`src/rtl/tone_direction_detect_pkg.sv`:
```
// Shared definitions for the tone direction detector: direction codes,
// classification band bounds, FSM state encodings and the band classifier.
package tone_direction_detect_pkg;

    // Detector FSM states
    typedef enum logic [1:0] {
        ST_IDLE    = 2'd0,
        ST_MEASURE = 2'd1,
        ST_LATCHED = 2'd2
    } toneState_t;

    // Direction codes seen by Drive; TD_HOLD doubles as "no class"
    localparam logic [2:0] TD_HOLD    = 3'd0;
    localparam logic [2:0] TD_FORWARD = 3'd1;
    localparam logic [2:0] TD_LEFT    = 3'd2;
    localparam logic [2:0] TD_RIGHT   = 3'd3;
    localparam logic [2:0] TD_REVERSE = 3'd4;
    localparam logic [2:0] TD_STOP    = 3'd5;

    // Inclusive edge-count bands per window
    localparam logic [5:0] FWD_LO  = 6'd8;
    localparam logic [5:0] FWD_HI  = 6'd12;
    localparam logic [5:0] LEFT_LO = 6'd18;
    localparam logic [5:0] LEFT_HI = 6'd22;
    localparam logic [5:0] RGT_LO  = 6'd28;
    localparam logic [5:0] RGT_HI  = 6'd32;
    localparam logic [5:0] REV_LO  = 6'd38;
    localparam logic [5:0] REV_HI  = 6'd42;
    localparam logic [5:0] STOP_LO = 6'd48;
    localparam logic [5:0] STOP_HI = 6'd52;

    // Edge counter saturation value
    localparam logic [5:0] EDGE_MAX = 6'd63;

    // Map a window edge count onto a direction code (TD_HOLD when out of band)
    function automatic logic [2:0] classifyCount(input logic [5:0] count);
        logic [2:0] cls;
        cls = TD_HOLD;
        if (count >= FWD_LO && count <= FWD_HI) begin
            cls = TD_FORWARD;
        end else if (count >= LEFT_LO && count <= LEFT_HI) begin
            cls = TD_LEFT;
        end else if (count >= RGT_LO && count <= RGT_HI) begin
            cls = TD_RIGHT;
        end else if (count >= REV_LO && count <= REV_HI) begin
            cls = TD_REVERSE;
        end else if (count >= STOP_LO && count <= STOP_HI) begin
            cls = TD_STOP;
        end
        return cls;
    endfunction

endpackage

```
`src/rtl/tone_sync_edge.sv`:
```
// Brings the asynchronous comparator tone into the clk domain through a
// two-flop synchronizer and emits a registered one-cycle pulse per rising
// edge, three cycles after the input edge.
module tone_sync_edge (
    input  logic clk,
    input  logic rst,
    input  logic toneIn,
    output logic edgePulse
);

    logic syncMeta;
    logic syncStable;
    logic syncPrev;

    // Synchronizer chain, edge history and registered rising-edge pulse
    always_ff @(posedge clk) begin
        if (rst) begin
            syncMeta   <= 1'b0;
            syncStable <= 1'b0;
            syncPrev   <= 1'b0;
            edgePulse  <= 1'b0;
        end else begin
            syncMeta   <= toneIn;
            syncStable <= syncMeta;
            syncPrev   <= syncStable;
            edgePulse  <= syncStable & ~syncPrev;
        end
    end

endmodule

```
`src/rtl/tone_direction_detect.sv`:
```
// Tone direction detector: counts tone edges per fixed window, classifies
// the count into a direction band and latches the direction for Drive.
// Optional macro TONE_CONFIRM_EN: require CONFIRM_WINDOWS consecutive
// matching windows before latching; without it the first in-band window
// latches directly.
module tone_direction_detect
    import tone_direction_detect_pkg::*;
#(
    parameter int WINDOW_CYCLES   = 500000,
    parameter int CONFIRM_WINDOWS = 3
) (
    input  logic       clk,
    input  logic       rst,
    input  logic       toneIn,
    input  logic       enableToneDetection,
    output logic [2:0] toneDir,
    output logic       toneValid,
    output logic [5:0] toneCount
);

    localparam int WinWidth = (WINDOW_CYCLES > 2) ? $clog2(WINDOW_CYCLES) : 1;
    localparam logic [WinWidth-1:0] WinLast = WinWidth'(WINDOW_CYCLES - 1);

    toneState_t          state;
    toneState_t          nextState;
    logic                edgePulse;
    logic [WinWidth-1:0] winCnt;
    logic [5:0]          edgeCnt;
    logic [5:0]          endCount;
    logic                windowEnd;
    logic                classifyPending;
    logic                latchReq;
    logic [2:0]          latchClass;
    logic [2:0]          winClass;
    logic                latchHit;

    tone_sync_edge uSyncEdge (
        .clk       (clk),
        .rst       (rst),
        .toneIn    (toneIn),
        .edgePulse (edgePulse)
    );

    assign windowEnd = (state == ST_MEASURE) && (winCnt == WinLast);
    assign winClass  = classifyCount(toneCount);
    assign toneValid = (toneDir != TD_HOLD);

    // Edge count including this cycle's pulse, saturating at EDGE_MAX
    always_comb begin
        endCount = edgeCnt;
        if (edgePulse && (edgeCnt != EDGE_MAX)) begin
            endCount = edgeCnt + 6'd1;
        end
    end

`ifdef TONE_CONFIRM_EN
    localparam int MatchWidth = (CONFIRM_WINDOWS > 1) ? $clog2(CONFIRM_WINDOWS + 1) : 1;
    localparam logic [MatchWidth-1:0] MatchTarget = MatchWidth'(CONFIRM_WINDOWS);

    logic [MatchWidth-1:0] matchCnt;
    logic [MatchWidth-1:0] matchNext;
    logic [2:0]            prevClass;

    // Run length of identical in-band classes, reset by an out-of-band window
    always_comb begin
        matchNext = '0;
        if (winClass == TD_HOLD) begin
            matchNext = '0;
        end else if (winClass == prevClass) begin
            matchNext = (matchCnt == MatchTarget) ? matchCnt : matchCnt + MatchWidth'(1);
        end else begin
            matchNext = MatchWidth'(1);
        end
    end

    assign latchHit = (matchNext == MatchTarget);

    // Match history, updated once per classified window and cleared outside MEASURE
    always_ff @(posedge clk) begin
        if (rst || !enableToneDetection || (state != ST_MEASURE)) begin
            matchCnt  <= '0;
            prevClass <= TD_HOLD;
        end else if (classifyPending) begin
            matchCnt  <= matchNext;
            prevClass <= winClass;
        end
    end
`else
    // CONFIRM_WINDOWS has no effect in this build; any in-band window latches
    assign latchHit = (winClass != TD_HOLD) && (CONFIRM_WINDOWS >= 0);
`endif

    // State register
    always_ff @(posedge clk) begin
        if (rst) begin
            state <= ST_IDLE;
        end else begin
            state <= nextState;
        end
    end

    // Next-state logic; dropping the enable always returns to IDLE
    always_comb begin
        nextState = state;
        unique case (state)
            ST_IDLE:    if (enableToneDetection) nextState = ST_MEASURE;
            ST_MEASURE: if (latchReq) nextState = ST_LATCHED;
            ST_LATCHED: nextState = ST_LATCHED;
            default:    nextState = ST_IDLE;
        endcase
        if (!enableToneDetection) begin
            nextState = ST_IDLE;
        end
    end

    // Window timing, edge counting, classification pipeline and output latch
    always_ff @(posedge clk) begin
        if (rst || !enableToneDetection) begin
            winCnt          <= '0;
            edgeCnt         <= '0;
            toneCount       <= '0;
            classifyPending <= 1'b0;
            latchReq        <= 1'b0;
            latchClass      <= TD_HOLD;
            toneDir         <= TD_HOLD;
        end else begin
            unique case (state)
                ST_IDLE: begin
                    winCnt          <= '0;
                    edgeCnt         <= '0;
                    classifyPending <= 1'b0;
                    latchReq        <= 1'b0;
                    toneDir         <= TD_HOLD;
                end
                ST_MEASURE: begin
                    if (latchReq) begin
                        toneDir         <= latchClass;
                        latchReq        <= 1'b0;
                        winCnt          <= '0;
                        edgeCnt         <= '0;
                        classifyPending <= 1'b0;
                    end else begin
                        if (windowEnd) begin
                            winCnt          <= '0;
                            edgeCnt         <= '0;
                            toneCount       <= endCount;
                            classifyPending <= 1'b1;
                        end else begin
                            winCnt          <= winCnt + WinWidth'(1);
                            edgeCnt         <= endCount;
                            classifyPending <= 1'b0;
                        end
                        if (classifyPending) begin
                            latchReq   <= latchHit;
                            latchClass <= winClass;
                        end
                    end
                end
                ST_LATCHED: begin
                    winCnt          <= '0;
                    edgeCnt         <= '0;
                    classifyPending <= 1'b0;
                    latchReq        <= 1'b0;
                end
                default: begin
                    toneDir <= TD_HOLD;
                end
            endcase
        end
    end

endmodule

```
`config.mk`:
```
export PLATFORM = sky130hd
export DESIGN_NAME = tone_direction_detect
export DESIGN_NICKNAME = d
export VERILOG_FILES = /design/src/rtl/tone_direction_detect_pkg.sv /design/src/rtl/tone_sync_edge.sv /design/src/rtl/tone_direction_detect.sv
export SDC_FILE = /design/constraint.sdc
export NUM_CORES = 1
export LEC_CHECK = 0
export BUFFER_PORTS_ARGS = -buffer_cell sky130_fd_sc_hd__buf_2
export CAP_MARGIN = 5
export CORE_AREA = 2 2 71 66
export CTS_BUF_LIST = sky130_fd_sc_hd__clkbuf_4
export CTS_CLUSTER_SIZE = 10
export DETAILED_ROUTE_END_ITERATION = 6
export DIE_AREA = 0 0 73 68
export GPL_TIMING_DRIVEN = 1
export PLACE_DENSITY = 0.74
export SYNTH_ARGS = -nofsm -noshare
export SYNTH_HDL_FRONTEND = slang
export SYNTH_SLANG_ARGS = --single-unit
```
`constraint.sdc`:
```
create_clock -name clk -period 2.3 [get_ports clk]
set_clock_uncertainty 0.15 [all_clocks]
set_input_delay 0.23 -clock clk [delete_from_list [all_inputs] [get_ports clk]]
set_output_delay 0.23 -clock clk [all_outputs]
set_load 0.01 [all_outputs]
```
# Yosys cells after proc, flatten, opt, wreduce, memory -nomap -nowiden
# Cells that the tools add are included.
# classes
add_sub_neg	2
magnitude_cmp	10
n_eq_ne	5
n_mux	22
bitwise_logic	5
n_reduce_logical	18
# ops
cell	n
19-bit two-way mux	2
19-bit one-hot mux with 2 select lines	1
19-bit by 1-bit adder with 19-bit output (second input constant)	1
19-bit == test (second input constant)	1
6-bit less-or-equal comparator (second input constant)	3
3-bit two-way mux	6
6-bit two-way mux	3
6-bit by 5-bit >= comparator with 1-bit output (second input constant)	2
6-bit >= comparator (second input constant)	2
6-bit one-hot mux with 2 select lines	1
1-bit logical AND	7
6-bit by 1-bit adder with 6-bit output (second input constant)	1
6-bit by 4-bit >= comparator with 1-bit output (second input constant)	1
6-bit by 4-bit less-or-equal comparator with 1-bit output (second input constant)	1
6-bit by 5-bit less-or-equal comparator with 1-bit output (second input constant)	1
6-bit != test (second input constant)	1
2-bit one-hot mux with 3 select lines	1
3-bit one-hot mux with 2 select lines	1
3-bit AND reduction	2
3-bit nonzero test	2
1-bit two-way mux	4
1-bit inverter	4
1-bit one-hot mux with 2 select lines	2
2-bit OR reduction	2
other kinds (10)	10
# totals
ff_bits	45
out_inout_bits	10
wordCells	74

# Logic depth before layout (Yosys ltp)
# Gate-level depths: netlist (run 1).
# logic_depth
depth_word	11
depth_mapped	8
mapped_depth_nobuf	7

# By module
# A second synthesis (run 1) with hierarchy kept.
# hier_totals
cells_unflattened	305
hier_area_um2	2516.2
# modules_own_cells
module	n_inst	cells_each	area_per_inst_um2	seq_area_each_um2
tone_direction_detect	1	297	2404.8	820.8
tone_sync_edge	1	8	111.4	80.1

# Worst setup path before layout (run 1)
# No wires, ideal clock.
# synth_timing
path_kind	reg-to-reg
startpoint	register state[0]
endpoint	register winCnt[17]
arrival_time_ps	1976
t_required_ps	2088
setup_slack_ps	112
stages_incl_launch_ff	8
path_buffers	1
period_less_slack_ps	2188
cell_sequence	dfxtp_1 ha_1 buf_6 or4_4 nor2_4 o21ai_2 or4_1 nand3_1
# synth_via
elab_chain_len	5
# synth_lines
item	line_no	source
from (decl)	tone_direction_detect.sv:24	toneState_t state;
from (signal assigned)	tone_direction_detect.sv:98	state <= nextState;
2-bit by 1-bit == test with 1-bit output	tone_direction_detect.sv:44, tone_direction_detect.sv:127	
1-bit logical AND	tone_direction_detect.sv:44	assign windowEnd = (state == ST_MEASURE) && (winCnt == WinLast);
19-bit two-way mux	tone_direction_detect.sv:143	if (windowEnd) begin
19-bit two-way mux	tone_direction_detect.sv:136	if (latchReq) begin
19-bit one-hot mux with 2 select lines	tone_direction_detect.sv:127	unique case (state)
to (signal assigned)	tone_direction_detect.sv:149	winCnt <= winCnt + WinWidth'(1);
to (decl)	tone_direction_detect.sv:27	logic [WinWidth-1:0] winCnt;
# Several ways; a longest one is shown, not always the timed one.
# A chain may end at the register's enable or synchronous reset.

# Worst setup path after layout (run 1)
# layout_timing
startpoint	register state[1]
endpoint	register winCnt[16]
# The elaborated chain is that of the path after synthesis.

==> impl_metrics.csv, run 1 <==
group,metric,value,unit
outcome,status,"finished, final reports clean",
critical_path,worstPathCellList,"buf_4 > ha_2 > or4_4 > nor2_4 > o21ai_4 > buf_6 > or3_4 > o21ai_2",
finish,insertedDiodeCount,0,
clock_network,clk_latency,0.36,ns
synthesis,synth_area_leaders,"dfxtp_1, nand2_1, nand3_1",
sta,final-hold-violation-count,0,
synthesis,avgSynthCellArea,8.352,µm²
sta,rsz0062_at_grt,"false",
global_route,grt_start_max_net_pins,22,
sta,fmax,450.0,MHz
synthesis,synth-edff-count,0,
synthesis,synth-xor-area-share,2.296,%
finish,syn2layout_area_growth,16.24,%
critical_path,path_delay_family,"simple AND/OR/NAND/NOR gates",
synthesis,synthesis.nets,284,
route,ant_nets,0,
synthesis,synth_top_family_by_area,"simple AND/OR/NAND/NOR gates",
synthesis,muxShareOfSynthArea,3.499,%
sta,setup_violations,0,
critical_path,crit_required,2.44,ns
sta,setup_tns,0,ns
finish,nets,318,
route,wirelength,4.916,mm
route,vias,2049,
global_route,grt_pass1_wl,7.997,mm
global_route,track_usage,20.68,%
pwr,finalPower,1.242,mW
hold_path,hold_class,"flip-flop to flip-flop",
floorplanning,die_h,68,µm
floorplanning,rows,23,
sta,tightest_slew,0.7882,ns
floorplanning,fp.dieW,73,µm
critical_path,criticalPathCategory,"flip-flop to flip-flop",
clock_network,clock_path_buffers,2,
flow_run,cap_violations,0,
route,vias_per_cell,5.723,
floorplanning,initial_core_util,53.37,%
critical_path,worstPathArrival,2.36,ns
finish,drive_above_1_share,18.18,%
global_route,first_global_vias,1705,
clock_network,clkSinkCount,45,
hold_path,min_path_cells,1,
route,drcViolationCount,0,
pwr,peakVddDrop,426.3,µV
sta,slew_viol_final,0,
pwr,power_density,467.0,nW/µm²
synthesis,async_flop_share,0,%
clock_network,numCtsBuffers,5,
critical_path,cpMaxStageDelayCell,"or4_4",
synthesis,yosys_warnings,0,
global_route,antenna_found_initial,0,
clock_network,htreeDepth,2,
sta,min_period,2.222,ns
synthesis,yosys.area_share.simple,30.02,%
synthesis,seq_area_frac_synth,39.37,%
route,drt_first_pass_iters,4,
critical_path,critPathLaunchType,"flip-flop",
clock_network,path_clk_slew,0.12,ns
synthesis,yosysTopAreaCell,"dfxtp_1",
placed_design,port_buffers,13,
synthesis,ys_types,55,
critical_path,critical_path_cell_count,8,
critical_path,endpoint_kind,"flip-flop",
synthesis,netlist_instances,274,
critical_path,cp_max_fo,6,
synthesis,synth-seq-cells,45,
synthesis,syn_area,2288,µm²
floorplanning,dieArea,4964,µm²
placed_design,dpl.hpwl,3.428,mm
floorplanning,core,4288,µm²
finish,utilization,62.04,%
critical_path,slowest_delay,0.55,ns
placed_design,place.gp.congestion,0.8101,
critical_path,path_buf_inv,2,
route,avgRoutedWirePerCell,13.73,µm
route,drt-initial-drc-count,146,
synthesis,synthAdderAreaFrac,3.280,%
synthesis,ys.flop_type,"dfxtp_1",
sta,final.period_utilization,96.61,%
pwr,p_leak,0.9810,nW
global_route,overflow,0,
critical_path,worstRegToRegCells,8,
synthesis,synth_top_area_share,39.37,%
clock_network,cts_tree,"yes",
floorplanning,io_pins,14,
clock_network,clockRootBuffer,"clkbuf_4",
synthesis,synth_compound_area_share,17.50,%
sta,slew_headroom,47.45,%
==> per-layer routing <==
metal / vias up / global-route usage [%] / routed length [µm]
met1: 946 / 29.54 / 2561
met5: - / 0 / 0
li1: 1065 / - / -
met3: 5 / 5.302 / 173
met4: 0 / 4.861 / 45
met2: 33 / 31.19 / 2137
==> cell usage after synthesis (2+ instances only) <==
library cell  number
dfxtp_1           45
nand2_1           28
nand3_1           18
nor2_1            18
a21oi_1           16
or3_1             13
inv_1             10
o21ai_0           10
clkbuf_1           9
nand4_1            9
mux2i_1            8
nor2b_1            8
ha_1               6
o21ai_1            5
and2_1             4
and3_1             4
o22ai_1            4
xnor2_1            4
a211oi_1           3
a22o_1             3
a41oi_1            3
nand2b_1           3
nor3_1             3
a21o_1             2
a22oi_1            2
a2bb2oi_1          2
a31oi_1            2
and3b_1            2
buf_2              2
or2_2              2
xor2_1             2
==> power breakdown <==
| part | internal, mW | switching, mW | leakage [nW] |
|---|---|---|---|
| combinational | 0.0452 | 0.0458 | 0.588 |
| clock | 0.123 | 0.240 | 0.0292 |
| sequential | 0.785 | 0.00330 | 0.364 |
| total | 0.953 | 0.289 | 0.981 |
==> path summary, 6_finish.rpt <==
kind / startpoint / to / slack, ns
worst max register to register: state[1] / winCnt[16] / 0.08
worst max-delay path: state[1] / winCnt[16] / 0.08
worst min-delay path: uSyncEdge.syncPrev / uSyncEdge.edgePulse / 0.24
worst min register to register: uSyncEdge.syncPrev / uSyncEdge.edgePulse / 0.24
==> cells in the final DEF, fill, tap and decap left out, types with 4 or more instances in the layout <==
cell type / count
o21ai_1: 5
clkbuf_4: 6
nand3_1: 18
o21ai_0: 9
xnor2_1: 4
and2_1: 4
nand4_1: 9
a21oi_1: 16
and3_1: 4
nand2_1: 28
buf_4: 20
inv_1: 10
nor2b_1: 8
mux2i_1: 8
dfxtp_1: 43
buf_2: 13
o22ai_1: 4
nor2_1: 18
or3_1: 12
ha_1: 5
==> registers in the layout, summed over array words and instances (netlist names) <==
name,cells
uSyncEdge.edgePulse,1
toneCount,6
latchClass,3
uSyncEdge.syncStable,1
winCnt,19
state,2
uSyncEdge.syncPrev,1
edgeCnt,6
uSyncEdge.syncMeta,1
toneDir,3
latchReq,1
classifyPending,1
==> logic make-up (layout without fill, tap and decap cells) <==
family                   after synthesis  after routing
flip-flops                            45             45
adder cells (fa/ha/maj)                6              6
AND/OR/NAND/NOR                      125            125
buffers and inverters                 22             56
XOR/XNOR                               6              6
multiplexers                           8              8
AO/OA/AOI/OAI                         62             62
==> cell type report <==
| cell class | instances | area (µm²) |
|---|---|---|
| fillers | 371 | 1628 |
| multi-input cells | 207 | 1320 |
| flip-flops and latches | 45 | 903.4 |
| repair buffers | 39 | 287.8 |
| well taps | 50 | 62.56 |
| clock buffers | 6 | 45.04 |
| inverters | 10 | 37.54 |
| clock inverters | 1 | 3.754 |
==> per-stage QoR <==
stage,worst slack (ns),hold slack [ns],area (µm²),std cells
3_5_place_dp,0.05994,0.2229,2494,341
5_1_grt,0.0006273,0.2499,2660,358
4_1_cts,0.05031,0.2395,2572,351
6_report,0.07791,0.2385,2660,358
3_3_place_gp,0.1309,0.2213,2494,341
2_1_floorplan,0.1117,0.1516,2288,274
==> what timing repair did <==
item | 4_1_cts | 5_1_grt
endpoints found under the hold margin | 3 | 0
gates resized for setup | 0 | 10
buffers inserted | 0 | 7
hold buffers | 3 | 0
setup endpoints to repair | 0 | 10
(Power assumes the default switching activity.)
==> run 2: changes to the inputs <==
--- a/config.mk
+++ b/config.mk
@@ -5,15 +5,17 @@
 export SDC_FILE = /design/constraint.sdc
 export NUM_CORES = 1
 export LEC_CHECK = 0
+export ABC_AREA = 1
 export BUFFER_PORTS_ARGS = -buffer_cell sky130_fd_sc_hd__buf_2
 export CAP_MARGIN = 5
-export CORE_AREA = 2 2 71 66
+export CORE_AREA = 2 2 74 69
 export CTS_BUF_LIST = sky130_fd_sc_hd__clkbuf_4
 export CTS_CLUSTER_SIZE = 10
 export DETAILED_ROUTE_END_ITERATION = 6
-export DIE_AREA = 0 0 73 68
+export DIE_AREA = 0 0 76 71
 export GPL_TIMING_DRIVEN = 1
-export PLACE_DENSITY = 0.74
+export PLACE_DENSITY = 0.76
 export SYNTH_ARGS = -nofsm -noshare
 export SYNTH_HDL_FRONTEND = slang
 export SYNTH_SLANG_ARGS = --single-unit
+export TNS_END_PERCENT = 20
==> run 2 against run 1 <==
  * Sequential power is essentially flat
  * Clock power shrank 2%
  * Utilization shrank 3.1 points
  * Total power shrank 0.51%
  * Cell count grew 31%
  * Cell area grew 3.1%
  * Critical path type unchanged
  * Largest power group unchanged
==> impl_metrics.csv, run 2 <==
group,metric,value,unit
floorplanning,dieArea,5396,µm²
synthesis,yosys.area_share.simple,36.87,%
pwr,p_seq_share,63.9,%
sta,min_period,1.898,ns
route,drt-initial-drc-count,105,
clock_network,clock_path_buffers,2,
synthesis,synth-xor-area-share,2.383,%
clock_network,clk_latency,0.35,ns
critical_path,critPathLaunchType,"flip-flop",
clock_network,numCtsBuffers,5,
critical_path,critPathLaunch,"state[0]",
synthesis,synth_area_leaders,"dfxtp_1, nand2_1, nor2_1",
pwr,peakVddDrop,350.1,µV
synthesis,synthAdderAreaFrac,2.918,%
clock_network,clockRootBuffer,"clkbuf_4",
synthesis,synth_top_area_share,35.02,%
global_route,grt_pass1_wl,9.556,mm
sta,slew_viol_final,0,
finish,insertedDiodeCount,0,
synthesis,async_flop_share,0,%
synthesis,synth_top_family_by_area,"simple AND/OR/NAND/NOR gates",
route,drcViolationCount,0,
pwr,p_switching,299.0,µW
sta,rsz0062_at_grt,"false",
pwr,power_density,450.7,nW/µm²
critical_path,cp_max_fo,17,
finish,reg_top3,"winCnt (19), edgeCnt (6), toneCount (6)",
sta,tightest_slew,0.4394,ns
sta,fin_ws,0.4020,ns
synthesis,synth_most_common_cell,"nand2_1",
synthesis,synth_compound_area_share,13.04,%
pwr,switching_share,24.20,%
finish,utilization,58.92,%
finish,regMostFlops,"winCnt",
pwr,p_comb_share,7.4,%
synthesis,ys.flop_type,"dfxtp_1",
sta,setup_violations,0,
route,vias,2406,
synthesis,yosys_warnings,0,
synthesis,synthTopCellsByCount,"nand2_1, nor2_1, dfxtp_1, inv_1, a21oi_1",
finish,layout_commonest_cell,"nand2_1",
floorplanning,io_pins,14,
clock_network,ctsResizeCount,0,
synthesis,muxShareOfSynthArea,0,%
sta,final.period_utilization,82.52,%
finish,syn2layout_area_growth,6.615,%
floorplanning,fp.dieW,76,µm
placed_design,place.gp.congestion,0.8509,
finish,largest_reg_flops,19,
finish,layout_common_cells,"nand2_1, nor2_1, dfxtp_1, inv_1, a21oi_1",
hold_path,hold_class,"input pin to flip-flop",
pwr,clkPwrFrac,28.7,%
synthesis,yosysTopAreaCell,"dfxtp_1",
sta,holdWs,0.2436,ns
sta,setup_tns,0,ns
clock_network,path_clk_slew,0.12,ns
floorplanning,core,4654,µm²
route,vias_per_cell,5.141,
clock_network,htreeDepth,2,
synthesis,avgSynthCellArea,6.630,µm²
hold_path,min_from,"enableToneDetection",
finish,nets,413,
clock_network,cts_tree,"yes",
global_route,overflow,0,
floorplanning,die_h,71,µm
critical_path,crit_required,2.43,ns
route,avgRoutedWirePerCell,10.98,µm
synthesis,syn_area,2572,µm²
critical_path,r2r-start,"state[0]",
synthesis,ys_types,30,
synthesis,netlist_instances,388,
finish,drive_above_1_share,11.91,%
sta,slew_headroom,70.66,%
sta,final-hold-violation-count,0,
route,drt_first_pass_iters,5,
outcome,status,"finished, final reports clean",
synthesis,seq_area_frac_synth,35.02,%
critical_path,endpoint_kind,"flip-flop",
pwr,intPower,936.9,µW
placed_design,place_ws,0.4097,ns
synthesis,synth-edff-count,0,
synthesis,synthesis.nets,398,
route,ant_nets,0,
placed_design,dpl.hpwl,3.792,mm
placed_design,port_buffers,13,
global_route,track_usage,21.32,%
global_route,first_global_vias,2236,
global_route,grt_start_max_net_pins,27,
critical_path,worstPathArrival,2.03,ns
route,wirelength,5.140,mm
sta,fmax,526.9,MHz
synthesis,synth-seq-cells,45,
floorplanning,initial_core_util,55.27,%
flow_run,cap_violations,0,
pwr,p_leak,1.097,nW
clock_network,clkSinkCount,45,
floorplanning,rows,24,
global_route,antenna_found_initial,0,
critical_path,criticalPathCategory,"flip-flop to flip-flop",
run 2: path summary, 6_finish.rpt:
kind | slack [ns] | cells after the start | to
hold / removal | 0.24 | 6 | winCnt[10]
hold reg to reg | 0.25 | 1 | uSyncEdge.edgePulse
setup reg to reg | 0.40 | 8 | winCnt[3]
setup / recovery | 0.40 | 8 | winCnt[3]
run 2: power by group through the flow:
stage	Sequential, mW	Combinational [mW]	Clock [mW]
after global placement	0.807	0.0861	0
after global routing	0.792	0.102	0.400
after detailed placement	0.808	0.0879	0
final	0.790	0.0909	0.355
after CTS	0.790	0.0908	0.370
after floorplan	0.807	0.0740	0
run 2: kinds of logic (layout without fill, tap and decap cells):
family / Yosys count / in the layout
AND/OR/NAND/NOR: 212 / 212
AO/OA/AOI/OAI: 60 / 60
buffers and inverters: 58 / 73
flip-flops: 45 / 45
XOR/XNOR: 7 / 7
adder cells (fa/ha/maj): 6 / 6
run 2: per-stage QoR:
| stage | instances | power (mW) | instance area (µm²) |
|---|---|---|---|
| after floorplan | 388 | 0.8807 | 2572 |
| after global placement | 459 | 0.8932 | 2674 |
| after detailed placement | 459 | 0.8957 | 2674 |
| after CTS | 468 | 1.251 | 2743 |
| after global routing | 468 | 1.294 | 2743 |
| final | 468 | 1.236 | 2743 |
run 2: per-layer routing:
metal  GRT usage [%]  share of wire, %
met5               0                 0
met4           8.485               1.4
met3           3.954               5.3
met2           36.41                47
met1           26.98                47
run 2: cell type report:
| type | count | area, µm² |
|---|---|---|
| clock inverter | 1 | 3.754 |
| clock buffer | 6 | 45.04 |
| inverter | 47 | 176.4 |
| sequential | 45 | 900.9 |
| timing repair buffer | 19 | 115.1 |
| fill | 442 | 1912 |
| multi-input combinational | 285 | 1420 |
| tap | 65 | 81.33 |
run 2: critical path, stage by stage, from the launching register on:
cell	delay, ns
dfxtp_1	0.38
inv_1	0.09
ha_1	0.22
nor2_1	0.15
nand3_2	0.13
nor2_4	0.22
buf_4	0.26
o21ai_0	0.11
a21oi_1	0.13
run 2: what timing repair did:
action,4_1_cts,5_1_grt
hold endpoints to repair,4,0
setup endpoints to repair,0,0
hold buffers,2,0
setup buffers,0,0
